$ cat src/rtl/instruction_decoder.sv
// MIPS-I decode-stage field extractor and load/store/ALU classifier.
// Every output is registered, so results appear one clk edge after instr is sampled.
module instruction_decoder (
  input  logic        clk,
  input  logic        rst,
  input  logic [31:0] instr,
  output logic [5:0]  opcode,
  output logic [4:0]  rs,
  output logic [4:0]  rt,
  output logic [4:0]  rd,
  output logic [15:0] imm,
  output logic        is_load,
  output logic        is_store,
  output logic        is_alu
);

  localparam int N_ALU_FUNCT = 16;

  // SPECIAL (opcode 0) funct codes that are plain ALU operations.
  localparam logic [5:0] ALU_FUNCT [N_ALU_FUNCT] = '{
    6'h00, 6'h02, 6'h03, 6'h04, 6'h06, 6'h07,
    6'h20, 6'h21, 6'h22, 6'h23,
    6'h24, 6'h25, 6'h26, 6'h27, 6'h2A, 6'h2B
  };

  logic [5:0]             op_field;
  logic [5:0]             funct_field;
  logic [N_ALU_FUNCT-1:0] funct_hit;
  logic                   is_load_next;
  logic                   is_store_next;
  logic                   is_alu_next;

  logic [5:0]  opcode_reg;
  logic [4:0]  rs_reg;
  logic [4:0]  rt_reg;
  logic [4:0]  rd_reg;
  logic [15:0] imm_reg;
  logic        is_load_reg;
  logic        is_store_reg;
  logic        is_alu_reg;

  assign op_field    = instr[31:26];
  assign funct_field = instr[5:0];

  // One comparator per recognised funct code; any hit marks an R-type ALU op.
  generate
    for (genvar gi = 0; gi < N_ALU_FUNCT; gi++) begin : g_funct
      assign funct_hit[gi] = (funct_field == ALU_FUNCT[gi]);
    end
  endgenerate

  // The opcode case is exclusive, so at most one class flag can be set.
  always_comb begin
    is_load_next  = 1'b0;
    is_store_next = 1'b0;
    is_alu_next   = 1'b0;
    case (op_field)
      6'h20, 6'h21, 6'h23, 6'h24, 6'h25: is_load_next  = 1'b1;
      6'h28, 6'h29, 6'h2B:               is_store_next = 1'b1;
      6'h08, 6'h09, 6'h0A, 6'h0B,
      6'h0C, 6'h0D, 6'h0E, 6'h0F:        is_alu_next   = 1'b1;
      6'h00:                             is_alu_next   = |funct_hit;
      default: ;
    endcase
  end

  always_ff @(posedge clk or posedge rst) begin
    if (rst) begin
      opcode_reg   <= '0;
      rs_reg       <= '0;
      rt_reg       <= '0;
      rd_reg       <= '0;
      imm_reg      <= '0;
      is_load_reg  <= 1'b0;
      is_store_reg <= 1'b0;
      is_alu_reg   <= 1'b0;
    end else begin
      opcode_reg   <= op_field;
      rs_reg       <= instr[25:21];
      rt_reg       <= instr[20:16];
      rd_reg       <= instr[15:11];
      imm_reg      <= instr[15:0];
      is_load_reg  <= is_load_next;
      is_store_reg <= is_store_next;
      is_alu_reg   <= is_alu_next;
    end
  end

  assign opcode   = opcode_reg;
  assign rs       = rs_reg;
  assign rt       = rt_reg;
  assign rd       = rd_reg;
  assign imm      = imm_reg;
  assign is_load  = is_load_reg;
  assign is_store = is_store_reg;
  assign is_alu   = is_alu_reg;

endmodule

$ cat config.mk
export PLATFORM = sky130hd
export DESIGN_NAME = instruction_decoder
export DESIGN_NICKNAME = d
export VERILOG_FILES = /design/src/rtl/instruction_decoder.sv
export SDC_FILE = /design/constraint.sdc
export NUM_CORES = 1
export LEC_CHECK = 0
export CAP_MARGIN = 25
export CORE_MARGIN = 2
export CORE_UTILIZATION = 52
export DETAILED_ROUTE_END_ITERATION = 10
export DONT_BUFFER_PORTS = 1
export GPL_TIMING_DRIVEN = 0
export PLACE_DENSITY = 0.7
export REMOVE_ABC_BUFFERS = 1
export SYNTH_ARGS = -nofsm -noshare
export SYNTH_HDL_FRONTEND = slang
export SYNTH_SLANG_ARGS = --single-unit
$ cat constraint.sdc
create_clock -name clk -period 1.2 [get_ports clk]
set_clock_uncertainty 0.15 [all_clocks]
set_input_delay 0.3 -clock clk [delete_from_list [all_inputs] [get_ports clk]]
set_output_delay 0.3 -clock clk [all_outputs]
set_load 0.05 [all_outputs]
==> key figures <==
Clock tree
  • CTS clk-pin slew, worst paths: 0.10 ns
  • Post-CTS Hold Fix Bufs: 32
  • CTS Root Cell: clkbuf_4
  • Num CTS Buffers: 5
  • Post-CTS Setup Repair Bufs: 0
  • CTS max path bufs: 2
  • Htree depth: 2
  • TritonCTS clock tree: done
  • CTS Sinks: 35

Hold path
  • Worst hold path type: in2async

Worst setup path
  • CP endpoint kind: primary output
  • CP Max Fanout: 2
  • Startpoint Class: flip-flop
  • Worst EP arrival: 0.96 ns
  • Worst Setup Path Type: reg2out
  • Crit path required time: 0.75 ns

Drt
  • WL/cell: 19.0 um
  • Pre-antenna DRT Iters: 3
  • Residual DRC: 0
  • Final ANT Viol Nets: 0
  • WL final: 2.17 mm
  • Vias per cell: 4.93
  • DRT iter0 DRCs: 3
  • Total number of vias: 562

Floorplan
  • Die area: 2300 um^2
  • Starting density of the core: 56.9%
  • Die Wd: 47.9 um
  • Die Span Y: 47.9 um
  • Io pins: 74
  • Core ar.: 1760 um^2
  • FP Rows: 15

STA
  • Setup TNS Final: -4.86 ns
  • Final max-slew violation count: 0
  • Fmax: 711 MHz
  • Unrepaired setup endpoints after global routing: true
  • Final hold slack: -0.207 ns
  • Fin crit share: 117%
  • Final Hold Viols: 15
  • Min setup slack post-route: -0.207 ns
  • Max_slew headroom: 56.3%
  • Clock period minus worst slack: 1.41 ns
  • Slew of the pin with the lowest slew margin: 0.655 ns
  • Setup-failing EPs final: 40

Pwr
  • Tot Pwr: 0.00228 W
  • Power Density: 1550 nW/um^2
  • Static Leak: 0.611 nW
  • Worst IR Drop VDD: 1.16 mV

Place
  • Port buffer count: 0
  • Detail Placement HPWL: 1.24 mm
  • Final GP Congestion: 0.563
  • Post-Place Cell Area: 1020 um^2
  • Placed cell count: 75

Final layout
  • Design area: 1470 um^2
  • Share of cells above drive strength 1: 50.6%
  • Total Nets Final: 123
  • Antenna cells: 0
  • Final non-filler cell total: 114
  • Max FFs per register: 16
  • Area Overhead vs Synth: 46.0%
  • Filler instances: 92

Logic synthesis
  • Syn Inst Count: 54
  • Number of synthesized register bits: 35
  • Synthesized cell area: 1000 um^2
  • Mean area per synthesized cell: 18.6 um^2
  • YS warnings: 0
  • Synth unique cells: 14
  • Seq/Total Area, Yosys: 87.3%

Global route
  • Met3 Usage GRT: 12.8%
  • First-pass GRT wire length: 2.79 mm
  • Gr ovfl total: 0
  • Gr usage total: 20.4%
  • Initial antenna violation count: 0
  • M1 GR Usage: 20.4%
  • Vias in the first global route: 591
  • Global Route met2 Usage: 32.5%
  • Busiest grt layer: met2
  • Largest net degree at the start of global routing: 21

Run
  • Max cap viols: 0

Run status
  • Failing checks: hold timing, setup timing
  • Status: finished, violations left
==> through the flow <==
| step | util, % | setup WS [ns] |
|---|---|---|
| after floorplan | - | -0.133 |
| after global placement | 56.5 | -0.228 |
| after detailed placement | 58.1 | -0.155 |
| after CTS | 82.6 | -0.211 |
| after global routing | 83.0 | -0.239 |
| final | 83.0 | -0.207 |
==> report_power, final <==
part / switching [W] / internal (W) / total (W)
Sequential: 0.000274 / 0.00125 / 0.00152
Clock: 0.000343 / 0.000271 / 0.000614
Combinational: 0.0000506 / 0.0000891 / 0.000140
==> path summary, 6_finish.rpt <==
kind / startpoint / end / slack [ns] / cells past startpoint
setup / recovery: imm[15] / rd[4] / -0.21 / 0
hold / removal: rst / imm[15] / -0.21 / 1
max in group asynchronous: rst / imm[13] / 0.57 / 2
min in group clk: instr[27] / is_store / 0.03 / 2
==> timing repair <==
item / 4_1_cts / 5_1_grt
gates cloned: 0 / 0
hold endpoints to repair: 50 / 15
gates resized for setup: 40 / 2
endpoints found under the setup margin: 40 / 41
==> cell type report <==
cell class	count	area (um^2)	share of cell area, %
well taps	25	31.3	2.13
repair buffers	33	350	23.9
clock buffers	6	51.3	3.50
inverters	1	3.75	0.256
flip-flops and latches	35	932	63.6
multi-input cells	13	91.3	6.23
clock inverters	1	5.00	0.342
==> layer usage <==
metal	vias up	wire [um]
li1	235	-
met1	266	733
met2	54	1110
met3	7	273
met4	0	53
met5	-	0
==> kinds of logic (layout without fill, tap and decap cells) <==
family / after synthesis / after routing / share of synthesized area (%)
AOI/OAI and AO/OA: 4 / 4 / 2.74
buffers and inverters: 6 / 41 / 4.11
DFF: 35 / 35 / 87.3
and+or+nand+nor: 9 / 9 / 5.86
==> cell usage after synthesis <==
master	count	share of area, %
nand2b_1	2	1.2
nor4b_1	1	0.87
or4_1	1	0.75
nor2_1	2	0.75
o21ai_0	1	0.50
o211a_1	1	1.0
and2b_2	1	0.87
inv_1	1	0.37
a211oi_1	1	0.75
buf_4	5	3.7
dfrtp_1	35	87
nor2b_1	1	0.62
or2b_1	1	0.75
a21oi_1	1	0.50
==> cells in the final DEF (no fill, tap or decap), drive strengths merged <==
cell	instances
nand2b	2
or4	1
a211oi	1
nor2b	1
buf	1
nor4b	1
dfrtp	35
clkinv	1
clkbuf	6
dlygate4sd3	31
dlymetal6s4s	1
or2b	1
and2b	1
inv	1
o21ai	1
nor2	2
a21oi	1
o211a	1
(Power assumes the default switching activity.)
